==> src/rtl/master_tx_ltssm.sv <==
// master_tx_ltssm: transmit-side LTSSM helper.
// For each substate requested by the main LTSSM, selects the ordered-set type
// to transmit, drives transmitter electrical idle and receiver-detect request,
// counts ordered sets actually sent and pulses finish once both the TX count
// requirement and the RX-side completion have been met.
// Ports:
//   clk, reset (async, active-low)
//   substate        requested substate (0..10 defined, 11..15 ignored)
//   osSent          pulse per ordered set completed on all active lanes
//   rxFinish        pulse: RX condition met for current substate
//   detectDone      pulse: receiver detection finished
//   detectedLanes   detected lane count, valid with detectDone
//   finish          pulse: TX requirement of current substate met
//   osType          0 none, 1 TS1, 2 TS2, 3 logical IDLE
//   sendOS          OS generator enable
//   txElecIdle      transmitter electrical idle
//   detectReq       receiver-detect request pulse
//   lanesDetected   latched detectedLanes
module master_tx_ltssm #(
  parameter int unsigned MAXLANES = 16,
  localparam int unsigned LW = $clog2(MAXLANES + 1)
) (
  input  logic          clk,
  input  logic          reset,
  input  logic [3:0]    substate,
  input  logic          osSent,
  input  logic          rxFinish,
  input  logic          detectDone,
  input  logic [LW-1:0] detectedLanes,
  output logic          finish,
  output logic [1:0]    osType,
  output logic          sendOS,
  output logic          txElecIdle,
  output logic          detectReq,
  output logic [LW-1:0] lanesDetected
);

  localparam int unsigned CW = 11;
  localparam logic [CW-1:0] CNT_MAX = CW'(2047);

  localparam logic [3:0] SUB_QUIET  = 4'd0;
  localparam logic [3:0] SUB_ACTIVE = 4'd1;
  localparam logic [3:0] SUB_CFGIDL = 4'd9;
  localparam logic [3:0] SUB_L0     = 4'd10;

  localparam logic [1:0] OS_NONE = 2'd0;
  localparam logic [1:0] OS_TS1  = 2'd1;
  localparam logic [1:0] OS_TS2  = 2'd2;
  localparam logic [1:0] OS_IDLE = 2'd3;

  typedef enum logic [1:0] {IDLE, SEND, WAIT, DONE} state_t;

  state_t        state, state_n;
  logic [3:0]    last_sub, last_sub_n;
  logic [3:0]    cur_sub, cur_sub_n;
  logic [1:0]    ld_type, ld_type_n;
  logic [CW-1:0] req, req_n;
  logic          gated, gated_n;
  logic [CW-1:0] tx_count, tx_count_n;
  logic          rx_seen, rx_seen_n;
  logic          finish_n, send_os_n, tx_elec_idle_n, detect_req_n;
  logic [1:0]    os_type_n;
  logic [LW-1:0] lanes_n;

  logic [1:0]    tbl_type;
  logic [CW-1:0] tbl_req;
  logic          tbl_gated;
  logic          rx_seen_nx;
  logic          count_en;
  logic [CW-1:0] cnt_nx;

  // Per-substate transmit table: OS type, required count, count gated by rxSeen.
  always_comb begin
    tbl_type  = OS_NONE;
    tbl_req   = '0;
    tbl_gated = 1'b0;
    case (substate)
      4'd2: begin tbl_type = OS_TS1; tbl_req = CW'(1024); end
      4'd3: begin tbl_type = OS_TS2; tbl_req = CW'(16); tbl_gated = 1'b1; end
      4'd4, 4'd5, 4'd6, 4'd7: tbl_type = OS_TS1;
      4'd8: begin tbl_type = OS_TS2; tbl_req = CW'(16); tbl_gated = 1'b1; end
      4'd9: begin tbl_type = OS_IDLE; tbl_req = CW'(16); tbl_gated = 1'b1; end
      default: ;
    endcase
  end

  // Same-cycle view of rxSeen/count so an rxFinish coinciding with osSent
  // lets that osSent count, and exit is decided on the updated values.
  always_comb begin
    rx_seen_nx = rx_seen | rxFinish;
    count_en   = osSent & (~gated | rx_seen_nx);
    cnt_nx     = (count_en && (tx_count != CNT_MAX)) ? CW'(tx_count + CW'(1)) : tx_count;
  end

  // Next-state and next-output logic.
  always_comb begin
    state_n        = state;
    last_sub_n     = last_sub;
    cur_sub_n      = cur_sub;
    ld_type_n      = ld_type;
    req_n          = req;
    gated_n        = gated;
    tx_count_n     = tx_count;
    rx_seen_n      = rx_seen;
    finish_n       = 1'b0;
    os_type_n      = osType;
    send_os_n      = sendOS;
    tx_elec_idle_n = txElecIdle;
    detect_req_n   = 1'b0;
    lanes_n        = lanesDetected;

    case (state)
      IDLE: begin
        if (substate == SUB_L0) begin
          os_type_n      = OS_NONE;
          send_os_n      = 1'b0;
          tx_elec_idle_n = 1'b0;
        end else if ((substate != last_sub) && (substate <= SUB_CFGIDL)) begin
          cur_sub_n  = substate;
          ld_type_n  = tbl_type;
          req_n      = tbl_req;
          gated_n    = tbl_gated;
          tx_count_n = '0;
          rx_seen_n  = 1'b0;
          // Type switches at load so an ongoing transmission moves to the new OS.
          os_type_n  = tbl_type;
          state_n    = SEND;
        end
      end
      SEND: begin
        if (substate != cur_sub) begin
          state_n = IDLE;
        end else if (cur_sub == SUB_QUIET) begin
          tx_elec_idle_n = 1'b1;
          send_os_n      = 1'b0;
          state_n        = DONE;
        end else if (cur_sub == SUB_ACTIVE) begin
          tx_elec_idle_n = 1'b1;
          send_os_n      = 1'b0;
          detect_req_n   = 1'b1;
          state_n        = WAIT;
        end else begin
          tx_elec_idle_n = 1'b0;
          send_os_n      = 1'b1;
          os_type_n      = ld_type;
          rx_seen_n      = rx_seen_nx;
          tx_count_n     = cnt_nx;
          if (rx_seen_nx && (cnt_nx >= req)) state_n = DONE;
        end
      end
      WAIT: begin
        if (substate != cur_sub) begin
          state_n = IDLE;
        end else if (detectDone) begin
          lanes_n = detectedLanes;
          state_n = DONE;
        end
      end
      DONE: begin
        finish_n   = 1'b1;
        last_sub_n = cur_sub;
        state_n    = IDLE;
      end
      default: state_n = IDLE;
    endcase
  end

  // State and output registers.
  always_ff @(posedge clk or negedge reset) begin
    if (!reset) begin
      state         <= IDLE;
      last_sub      <= 4'hF;
      cur_sub       <= 4'hF;
      ld_type       <= OS_NONE;
      req           <= '0;
      gated         <= 1'b0;
      tx_count      <= '0;
      rx_seen       <= 1'b0;
      finish        <= 1'b0;
      osType        <= OS_NONE;
      sendOS        <= 1'b0;
      txElecIdle    <= 1'b1;
      detectReq     <= 1'b0;
      lanesDetected <= '0;
    end else begin
      state         <= state_n;
      last_sub      <= last_sub_n;
      cur_sub       <= cur_sub_n;
      ld_type       <= ld_type_n;
      req           <= req_n;
      gated         <= gated_n;
      tx_count      <= tx_count_n;
      rx_seen       <= rx_seen_n;
      finish        <= finish_n;
      osType        <= os_type_n;
      sendOS        <= send_os_n;
      txElecIdle    <= tx_elec_idle_n;
      detectReq     <= detect_req_n;
      lanesDetected <= lanes_n;
    end
  end

endmodule

==> config.mk <==
export PLATFORM = sky130hd
export DESIGN_NAME = master_tx_ltssm
export DESIGN_NICKNAME = d
export VERILOG_FILES = /design/src/rtl/master_tx_ltssm.sv
export SDC_FILE = /design/constraint.sdc
export NUM_CORES = 1
export LEC_CHECK = 0
export CAP_MARGIN = 40
export CORE_ASPECT_RATIO = 0.8
export CORE_MARGIN = 2
export CORE_UTILIZATION = 50
export CTS_CLUSTER_SIZE = 24
export DETAILED_ROUTE_END_ITERATION = 8
export GPL_ROUTABILITY_DRIVEN = 0
export HOLD_SLACK_MARGIN = 0.03
export PLACE_DENSITY = 0.72
export SYNTH_ARGS = -nofsm -noshare
export SYNTH_HDL_FRONTEND = slang
export SYNTH_SLANG_ARGS = --single-unit
export TNS_END_PERCENT = 1
==> constraint.sdc <==
create_clock -name clk -period 1.89 [get_ports clk]
set_input_delay 0.2835 -clock clk [delete_from_list [all_inputs] [get_ports clk]]
set_output_delay 0.2835 -clock clk [all_outputs]
set_load 0.01 [all_outputs]
==> results of run 1 <==
cells by family (layout without fill, tap and decap cells):
logic type | Yosys count | after routing | share of synthesized area
AO/OA/AOI/OAI | 42 | 42 | 0.1241
flip-flops | 38 | 38 | 0.4420
XOR/XNOR | 11 | 11 | 0.04771
multiplexers | 21 | 21 | 0.1092
adder cells (fa/ha/maj) | 3 | 3 | 0.01724
buffers and inverters | 15 | 90 | 0.03506
AND/OR/NAND/NOR | 81 | 81 | 0.2247
per-layer routing:
layer  up-vias  share of wire  GRT usage
met2        59           0.46     0.3427
met1       897           0.47     0.3255
met5         -              0          0
li1        911              -          -
met3         7          0.061    0.06358
met4         0          0.012    0.06920
sequential cells by signal (all words and copies together), names as in the netlist:
name / cells
rx_seen: 1
lanesDetected: 5
req: 2
txElecIdle: 1
state: 2
cur_sub: 4
detectReq: 1
ld_type: 2
gated: 1
sendOS: 1
finish: 1
osType: 2
last_sub: 4
tx_count: 11
final cells by class:
type	instances	area, µm²
repair buffers	73	605.6
clock inverters	3	40.04
clock buffers	5	68.82
multi-input cells	158	1279
inverters	9	33.78
fillers	303	1117
well taps	57	71.32
flip-flops and latches	38	962.2
synth_stat cells, types with 2 or more instances:
cell type | number | share of area
a21oi_1 | 5 | 0.011
a31oi_1 | 2 | 0.0057
and3_1 | 2 | 0.0057
and4_1 | 3 | 0.012
buf_2 | 4 | 0.0092
buf_6 | 2 | 0.010
dfrtp_1 | 29 | 0.33
dfstp_2 | 9 | 0.11
ha_1 | 3 | 0.017
inv_1 | 9 | 0.016
mux2_2 | 14 | 0.072
mux2_4 | 2 | 0.014
mux2i_1 | 5 | 0.023
nand2_1 | 20 | 0.034
nand3_1 | 10 | 0.023
nand3b_1 | 2 | 0.0069
nand4_1 | 5 | 0.014
nor2_1 | 15 | 0.026
nor2b_1 | 3 | 0.0086
nor3_1 | 5 | 0.011
nor3_4 | 2 | 0.015
nor3b_1 | 2 | 0.0069
o21ai_0 | 23 | 0.053
o31a_1 | 2 | 0.0080
xnor2_1 | 7 | 0.028
xor2_1 | 3 | 0.012
stage by stage:
stage                 util  cell area [µm²]  setup slack, ns  power [mW]  TNS (ns)
floorplan                -             2217         0.001892       1.868         0
global placement    0.6748             2819          -0.4375       2.299    -9.525
finish              0.7326             3060         -0.05384       3.139  -0.07170
detailed placement  0.6748             2819          -0.4990       2.343    -10.12
global route        0.7326             3060          -0.2641       3.312   -0.5261
CTS                 0.7143             2984         -0.09930       3.090   -0.1692
worst max path at each step:
stage                     slack (ns)        start    endpoint
after global placement         -0.44     rxFinish    state[1]
after floorplan                0.002      rx_seen    state[1]
final                          -0.05  substate[0]  ld_type[0]
after CTS                       -0.1  tx_count[0]    state[1]
after detailed placement       -0.50     rxFinish    state[1]
after global routing           -0.26  tx_count[1]    state[1]
power by group:
part	internal, mW	switching, mW
registers	1.04	0.153
logic	0.652	0.603
clock network	0.389	0.298
total	2.08	1.05
what timing repair did:
item | in CTS | in global routing
gates resized for setup | 13 | 14
endpoints found under the hold margin | 0 | 0
endpoints found under the setup margin | 20 | 22
gates cloned | 0 | 0
hold buffers | 0 | 0
setup buffers | 2 | 2
pin swaps | 5 | 11
worst max-delay path, cell delays in order:
cell             delay, ns
clkdlybuf4s50_1       0.56
xor2_1                0.28
o41ai_4               0.11
nor3_4                0.28
buf_4                 0.26
mux2_2                0.34
==> key figures, run 1 <==
Run status
  • Outcome: finished with violations
  • Failing checks: negative setup slack

Synthesis
  • Sequential-to-total area share from yosys stat: 0.4420
  • Synth Instances: 211
  • Post-synthesis net count: 228
  • Number of enable flip-flop cells after synthesis: 0
  • Register bit count reported by yosys: 38
  • FFs w/ async S/R, synth: 1.000
  • Synthesis warning total: 0
  • Syn Area/Cell: 10.32 µm²
  • Most used DFF post-synth: dfrtp_1
  • Synth Cell Area: 2177 µm²
  • Number of distinct library cells after synthesis: 49

Routing
  • DRT Pass-1 Iters: 4
  • Vias/cell: 5.464
  • Final wirelength: 5.169 mm
  • Vias: 1874
  • Residual DRC: 0
  • Routed WL per cell: 15.07 µm
  • DR iter-0 viols: 63
  • Antenna Violating Nets Remaining: 0

Clock network
  • TritonCTS buffer count: 5
  • H-tree levels: 2
  • Clock buffer depth: 2
  • Root buffer cell: clkbuf_8
  • Sink Count: 38
  • CTS tree: built
  • Worst-Skew Late Latency: 0.29 ns
  • Reg clk slew, reported paths: 0.08 ns

GRT
  • Number of global-route vias before repair: 1856
  • Largest net degree at the start of global routing: 39
  • Initial antenna violation count: 0
  • Total GRT Usage: 0.2296
  • Remaining global-route overflow: 0
  • First-pass GRT wire length: 8.735 mm

STA
  • Slew HR: 0.6819
  • Clk_skew: 0.007258 ns
  • Fin crit share: 1.028
  • Least-Margin Pin Slew: 0.4772 ns
  • Fmax: 514.4 MHz
  • Final worst slack: -0.05384 ns
  • RSZ-0062 raised after global routing: true
  • Final Hold Viols: 0
  • Setup violators final: 2
  • Minimum clock period: 1.944 ns
  • Fin Hold WS: 0.02118 ns
  • Final Max Tran Viols: 0

Placed design
  • IO Port Bufs: 24
  • Hpwl dp: 3.840 mm
  • Number of cells after detailed placement: 331

Layout
  • Most frequent cells in the layout: buf_4 (48), dfrtp_1 (29), o21ai_0 (21), nand2_1 (19), clkdlybuf4s50_1 (19)
  • Area grow syn2layout: 40.57%
  • Final net count: 302
  • Layout cells sized above 1: 0.3916
  • Commonest non-fill, non-tap cell in the layout: buf_4
  • Final std cells w/o fill: 343
  • Diode count: 0

Critical path
  • R2R Setup Slk: -0.05 ns
  • Worst R2R Path Depth: 5
  • CP Capture Type: flip-flop
  • Nature of the critical path startpoint: input pin
  • Worst R2R Start: last_sub[0]
  • Critical path arrival: 2.12 ns
  • Reg2reg end: ld_type[0]
  • Req. time, crit path: 2.07 ns
  • Critical setup path kind: in2reg
  • CP max FO: 10

Power
  • Cell Pwr Density: 1026 nW/µm²
  • Leak: 1.372 nW
  • Worst IR Drop VDD: 0.0006335 V

Floorplanning
  • Core box area: 4178 µm²
  • Cell Rows: 21
  • Chip width: 77.78 µm
  • # IOs: 25
  • Die area: 4901 µm²
  • Die H: 63.02 µm
  • Starting density of the core: 0.5211

Worst hold path
  • Hold Crit Class: in2async

Run
  • Max_cap viols: 0
Note: power is estimated with default switching activity, not from simulation.
==> inputs of run 2 (changes only) <==
Settings changed: CORE_MARGIN 2 to not set.
==> run 2 against run 1 <==
  * The flow still finishes with violations (negative setup slack)
  * Sequential power about the same
  * Register-to-register slack about the same
  * Critical path type is now reg2reg
  * Clock skew increased by 0.0031 ns
  * Setup slack got worse by 0.013 ns
  * Largest power group is now registers
  * Via count decreased by 4.7%
  * Fmax decreased by 0.66%
  * First-iteration DRC count increased by 150%
  * Critical path depth increased by 3
  * Core utilization decreased by 2.2 points
  * Largest cell class unchanged
  * Die area decreased by 5.7%
  * Final area decreased by 3.0%
==> key figures, run 2 (synthesis results as in run 1) <==
STA
  • Fin crit share: 1.035 (was 1.028)
  • Minimum clock period: 1.957 ns (was 1.944 ns)
  • RSZ-0062 raised after global routing: true (unchanged)
  • Fmax: 511.0 MHz (was 514.4 MHz)
  • Final Hold Viols: 0 (unchanged)
  • Final Max Tran Viols: 0 (unchanged)
  • Fin Hold WS: 0.02670 ns (was 0.02118 ns)
  • Final worst slack: -0.06678 ns (was -0.05384 ns)
  • Slew HR: 0.6307 (was 0.6819)
  • Setup violators final: 2 (unchanged)
  • Final setup TNS: -0.07828 ns (was -0.07170 ns)
  • Least-Margin Pin Slew: 0.5519 ns (was 0.4772 ns)
  • Clk_skew: 0.01035 ns (was 0.007258 ns)

GRT
  • Number of global-route vias before repair: 1650 (was 1856)
  • Initial antenna violation count: 0 (unchanged)
  • Remaining global-route overflow: 0 (unchanged)
  • Total GRT Usage: 0.2341 (was 0.2296)
  • First-pass GRT wire length: 7.914 mm (was 8.735 mm)
  • Largest net degree at the start of global routing: 39 (unchanged)

Clock network
  • H-tree levels: 2 (unchanged)
  • Sink Count: 38 (unchanged)
  • Root buffer cell: clkbuf_8 (unchanged)
  • Hold buffer count at cts: 0 (unchanged)
  • Reg clk slew, reported paths: 0.08 ns (about the same)
  • CTS tree: built (unchanged)
  • Setup Fix Bufs, Post-CTS: 0 (was 2)
  • TritonCTS buffer count: 5 (unchanged)
  • Worst-Skew Late Latency: 0.29 ns (about the same)
  • Clock buffer depth: 2 (unchanged)

Floorplanning
  • Chip width: 75.78 µm (was 77.78 µm)
  • Cell Rows: 21 (unchanged)
  • Die area: 4624 µm² (was 4901 µm²)
  • Die H: 61.02 µm (was 63.02 µm)
  • # IOs: 25 (unchanged)
  • Core box area: 4178 µm² (unchanged)
  • Starting density of the core: 0.5211 (unchanged)

Critical path
  • Critical path arrival: 2.13 ns (was 2.12 ns)
  • Req. time, crit path: 2.06 ns (was 2.07 ns)
  • Nature of the critical path startpoint: flip-flop (was input pin)
  • CP Capture Type: flip-flop (unchanged)
  • CP max FO: 3 (was 10)
  • Critical setup path kind: reg2reg (was in2reg)

Placed design
  • Hpwl dp: 3.545 mm (was 3.840 mm)
  • IO Port Bufs: 24 (unchanged)
  • Placed instance area: 2811 µm² (was 2819 µm²)
  • Worst slack at placement: -0.5173 ns (was -0.4990 ns)
  • Number of cells after detailed placement: 330 (was 331)

Routing
  • DRT Pass-1 Iters: 4 (unchanged)
  • Vias: 1785 (was 1874)
  • Routed WL per cell: 14.34 µm (was 15.07 µm)
  • Antenna Violating Nets Remaining: 0 (unchanged)
  • Final wirelength: 4.848 mm (was 5.169 mm)
  • DR iter-0 viols: 155 (was 63)
  • Vias/cell: 5.281 (was 5.464)
  • Residual DRC: 0 (unchanged)

Layout
  • Most frequent cells in the layout: buf_4 (43), dfrtp_1 (29), o21ai_0 (21), nand2_1 (19), clkdlybuf4s50_1 (19) (was buf_4 (48), dfrtp_1 (29), o21ai_0 (21), nand2_1 (19), clkdlybuf4s50_1 (19))
  • Final instance area: 2968 µm² (was 3060 µm²)
  • Max FFs per register: 11 (unchanged)
  • Commonest non-fill, non-tap cell in the layout: buf_4 (unchanged)
  • Largest Register: tx_count (unchanged)
  • Final std cells w/o fill: 338 (was 343)
  • Area grow syn2layout: 36.32% (was 40.57%)
  • Final Util: 0.7104 (was 0.7326)
  • Final net count: 297 (was 302)
  • Diode count: 0 (unchanged)
  • Layout cells sized above 1: 0.3381 (was 0.3916)
  • Largest regs: tx_count (11), lanesDetected (5) (unchanged)

Run status
  • Outcome: finished with violations (unchanged)
  • Failing checks: negative setup slack (unchanged)

Power
  • Worst IR Drop VDD: 0.0005472 V (was 0.0006335 V)
  • Total power: 3.058 mW (was 3.139 mW)
  • Leak: 1.329 nW (was 1.372 nW)
  • Cell Pwr Density: 1030 nW/µm² (was 1026 nW/µm²)

Worst hold path
  • Hold Crit Class: in2async (unchanged)

Run
  • Max_cap viols: 0 (unchanged)
-- run 2: path summary, 6_finish.rpt --
kind                            slack, ns           to  cells past startpoint         from
worst max-delay path                -0.07     state[1]                      9  tx_count[7]
worst min-delay path                 0.03  tx_count[0]                      2        reset
worst max register to register      -0.07     state[1]                      9  tx_count[7]
worst min register to register       0.51   txElecIdle                      2   txElecIdle
max in group asynchronous            1.50  last_sub[2]                      2        reset
min in group clk                     0.51   txElecIdle                      2   txElecIdle
-- run 2: critical path, stage by stage (launching register included) --
cell      delay, ns
dfrtp_1        0.36
nand4_1        0.11
buf_4          0.17
nor4_4         0.28
a31o_2         0.21
ha_1           0.22
o22ai_1        0.20
nor2_1         0.08
o21ai_1        0.08
o311ai_1       0.11
-- run 2: layer usage --
metal / track usage / up-vias / share of wire / wire length [µm]
li1: - / 899 / - / -
met1: 0.3568 / 834 / 0.51 / 2476
met2: 0.3350 / 47 / 0.43 / 2077
met3: 0.04746 / 5 / 0.050 / 243
met4: 0.07143 / 0 / 0.010 / 50
met5: 0 / - / 0 / 0
-- run 2: area by class of cell --
type	instances	area [µm²]
clock buffers	7	76.32
clock inverters	1	30.03
fillers	296	1210
inverters	9	33.78
multi-input cells	158	1226
flip-flops and latches	38	962.2
well taps	57	71.32
repair buffers	68	568.0
-- run 2: power breakdown --
part	total [mW]	switching (mW)	internal, mW
clock network	0.675	0.280	0.395
registers	1.20	0.151	1.04
logic	1.19	0.571	0.617
total	3.06	1.00	2.06
-- run 2: timing repair --
item | CTS | global route
gates resized for setup | 9 | 5
pin swaps | 2 | 4
endpoints found under the hold margin | 0 | 0
setup endpoints to repair | 14 | 22
==> inputs of run 3 (changes only) <==
Settings changed: CORE_MARGIN set to 5, CORE_UTILIZATION 50 to 56, PLACE_DENSITY 0.72 to 0.77.
Clock period 1.89 ns to 1.9 ns, I/O delays scaled along.
==> run 3 against run 2 <==
  * The run still ends with negative setup slack left
  * Routed wire length rose by 6.3%
  * Final cell count is 2.1% higher
  * Final area grew 3.0%
  * Sequential power about the same
  * First-iteration DRC count unchanged
  * Sequential share of layout area decreased by 0.96 points
  * Die area up 13%
  * Setup slack improved by 0.0049 ns
  * Clock skew decreased by 0.0049 ns
  * Core utilization grew 9.9 points
  * Flip-flop and latch count unchanged
  * Worst hold slack improved by 0.0056 ns
  * Critical path type unchanged
  * Largest power group unchanged
==> key figures, run 3 (synthesis results as in run 1) <==
Power
  • Cell Pwr Density: 953.6 nW/µm² (was 1030 nW/µm²)
  • Worst IR Drop VDD: 0.0006183 V (was 0.0005472 V)
  • P_sw: 0.9846 mW (was 1.002 mW)
  • Total power: 2.916 mW (was 3.058 mW)
  • Sw Share: 0.3377 (was 0.3277)
  • Seq pwr share: 0.411 (was 0.391)
  • Clk network pwr share: 0.185 (was 0.221)
  • Comb power frac: 0.403 (was 0.388)
  • Leak: 1.382 nW (was 1.329 nW)
  • Int Power: 1.931 mW (was 2.056 mW)

GRT
  • Total GRT Usage: 0.2233 (was 0.2341)
  • Initial antenna violation count: 0 (unchanged)
  • First-pass GRT wire length: 8.935 mm (was 7.914 mm)
  • Remaining global-route overflow: 0 (unchanged)
  • Largest net degree at the start of global routing: 39 (unchanged)
  • Number of global-route vias before repair: 1868 (was 1650)

Placed design
  • Placed instance area: 2816 µm² (was 2811 µm²)
  • Hpwl dp: 3.701 mm (was 3.545 mm)
  • Number of cells after detailed placement: 329 (was 330)
  • Worst slack at placement: -0.4726 ns (was -0.5173 ns)
  • IO Port Bufs: 24 (unchanged)

Layout
  • Final instance area: 3058 µm² (was 2968 µm²)
  • Diode count: 0 (unchanged)
  • Largest Register: tx_count (unchanged)
  • Final net count: 306 (was 297)
  • Commonest non-fill, non-tap cell in the layout: buf_4 (unchanged)
  • Area grow syn2layout: 40.46% (was 36.32%)
  • Most frequent cells in the layout: buf_4 (52), dfrtp_1 (29), o21ai_0 (21), nand2_1 (19), clkdlybuf4s50_1 (19) (was buf_4 (43), dfrtp_1 (29), o21ai_0 (21), nand2_1 (19), clkdlybuf4s50_1 (19))
  • Final std cells w/o fill: 345 (was 338)
  • Layout cells sized above 1: 0.3862 (was 0.3381)
  • Largest regs: tx_count (11), lanesDetected (5) (unchanged)
  • Max FFs per register: 11 (unchanged)

Floorplanning
  • Starting density of the core: 0.5762 (was 0.5211)
  • Chip width: 79.71 µm (was 75.78 µm)
  • Core box area: 3779 µm² (was 4178 µm²)
  • Cell Rows: 20 (was 21)
  • Die H: 65.77 µm (was 61.02 µm)
  • Die area: 5243 µm² (was 4624 µm²)
  • # IOs: 25 (unchanged)

Clock network
  • Clock buffer depth: 2 (unchanged)
  • TritonCTS buffer count: 5 (unchanged)
  • Worst-Skew Late Latency: 0.29 ns (about the same)
  • CTS tree: built (unchanged)
  • H-tree levels: 2 (unchanged)
  • Root buffer cell: clkbuf_8 (unchanged)
  • Hold buffer count at cts: 0 (unchanged)
  • Reg clk slew, reported paths: 0.07 ns (was 0.08 ns)
  • Sink Count: 38 (unchanged)

Routing
  • Residual DRC: 0 (unchanged)
  • Routed WL per cell: 14.94 µm (was 14.34 µm)
  • Vias: 1926 (was 1785)
  • DR iter-0 viols: 155 (unchanged)
  • DRT Pass-1 Iters: 4 (unchanged)
  • Vias/cell: 5.583 (was 5.281)
  • Final wirelength: 5.154 mm (was 4.848 mm)
  • Antenna Violating Nets Remaining: 0 (unchanged)

STA
  • Final Max Tran Viols: 0 (unchanged)
  • Final worst slack: -0.06192 ns (was -0.06678 ns)
  • Fmax: 509.7 MHz (was 511.0 MHz)
  • Final Hold Viols: 0 (unchanged)
  • Setup violators final: 2 (unchanged)
  • Clk_skew: 0.005435 ns (was 0.01035 ns)
  • Slew HR: 0.6803 (was 0.6307)
  • Minimum clock period: 1.962 ns (was 1.957 ns)
  • RSZ-0062 raised after global routing: true (unchanged)
  • Least-Margin Pin Slew: 0.4795 ns (was 0.5519 ns)
  • Final setup TNS: -0.09957 ns (was -0.07828 ns)
  • Fin crit share: 1.033 (was 1.035)

Run
  • Max_cap viols: 0 (unchanged)

Critical path
  • Req. time, crit path: 2.07 ns (was 2.06 ns)
  • Worst path top cell family by delay: simple AND/OR/NAND/NOR gates (was compound AO/OA/AOI/OAI gates)
  • CP peak stage delay: 0.39 ns (was 0.36 ns)
  • Nature of the critical path startpoint: flip-flop (unchanged)
  • Critical setup path kind: reg2reg (unchanged)
  • CP bufs+invs: 2 (was 1)
  • CP Capture Type: flip-flop (unchanged)
  • Critical-path top delay cell: dfrtp_1 (unchanged)
  • Critical path arrival: 2.13 ns (about the same)
  • CP max FO: 4 (was 3)
  • CP Cell Sequence: ha_4 > nand3_4 > nor4_4 > buf_4 > buf_4 > mux2i_1 > nand4_1 > o21ai_1 > o311ai_1 (was nand4_1 > buf_4 > nor4_4 > a31o_2 > ha_1 > o22ai_1 > nor2_1 > o21ai_1 > o311ai_1)
  • Crit-path most repeated cell: buf_4

Worst hold path
  • Hold Crit Class: in2async (unchanged)

Run status
  • Outcome: finished with violations (unchanged)
  • Failing checks: negative setup slack (unchanged)
[run 3: cell count changes in the layout (fill, tap and decap cells not counted), sizes merged]
cell | previous run | this run
buf | 45 | 54
bufinv | 1 | 0
clkbuf | 7 | 8
dlygate4sd2 | 3 | 2
dlymetal6s2s | 1 | 2
[run 3: cell type report]
cell class | instances | area (µm²)
tap | 55 | 68.82
inverter | 9 | 33.78
timing repair buffer | 77 | 639.4
multi-input combinational | 158 | 1274
sequential | 38 | 962.2
clock buffer | 8 | 80.08
fill | 244 | 720.7
[run 3: power by group through the flow]
stage	Sequential [mW]	Combinational, mW	Clock (mW)
6_report	1.20	1.18	0.540
5_1_grt	1.23	1.27	0.601
4_1_cts	1.19	1.15	0.550
3_5_place_dp	1.20	1.12	0
3_3_place_gp	1.19	1.10	0
2_1_floorplan	1.19	0.673	0
[run 3: per-layer routing]
metal | global-route usage | part of all wire | vias to the layer above
met5 | 0 | 0 | -
met4 | 0.09013 | 0.017 | 0
met3 | 0.03951 | 0.070 | 10
met2 | 0.3281 | 0.44 | 70
met1 | 0.3254 | 0.47 | 928
li1 | - | - | 918
[run 3: timing repair]
| item | 4_1_cts | 5_1_grt |
|---|---|---|
| gates resized for setup | 10 | 12 |
| endpoints found under the hold margin | 0 | 0 |
| buffers inserted | 5 | 3 |
| endpoints found under the setup margin | 16 | 29 |
| pin swaps | 6 | 7 |
[run 3: through the flow]
stage | util | hold slack, ns
global placement | 0.7454 | 0.3529
CTS | 0.7881 | 0.03765
finish | 0.8093 | 0.03232
global route | 0.8093 | 0.06439
detailed placement | 0.7454 | 0.3559
floorplan | - | -0.01059
[run 3: worst paths after layout]
path / slack, ns / depth (start not counted) / start / endpoint
max: -0.06 / 9 / tx_count[1] / state[1]
min: 0.03 / 2 / reset / finish
max reg2reg: -0.06 / 9 / tx_count[1] / state[1]
min reg2reg: 0.50 / 2 / txElecIdle / txElecIdle
max in group asynchronous: 1.51 / 2 / reset / last_sub[3]
min in group clk: 0.49 / 3 / rxFinish / rx_seen
[run 3: worst register-to-register path: stages, from the launching register on]
cell	delay, ns
dfrtp_1	0.39
ha_4	0.16
nand3_4	0.13
nor4_4	0.33
buf_4	0.15
buf_4	0.10
mux2i_1	0.23
nand4_1	0.12
o21ai_1	0.13
o311ai_1	0.10
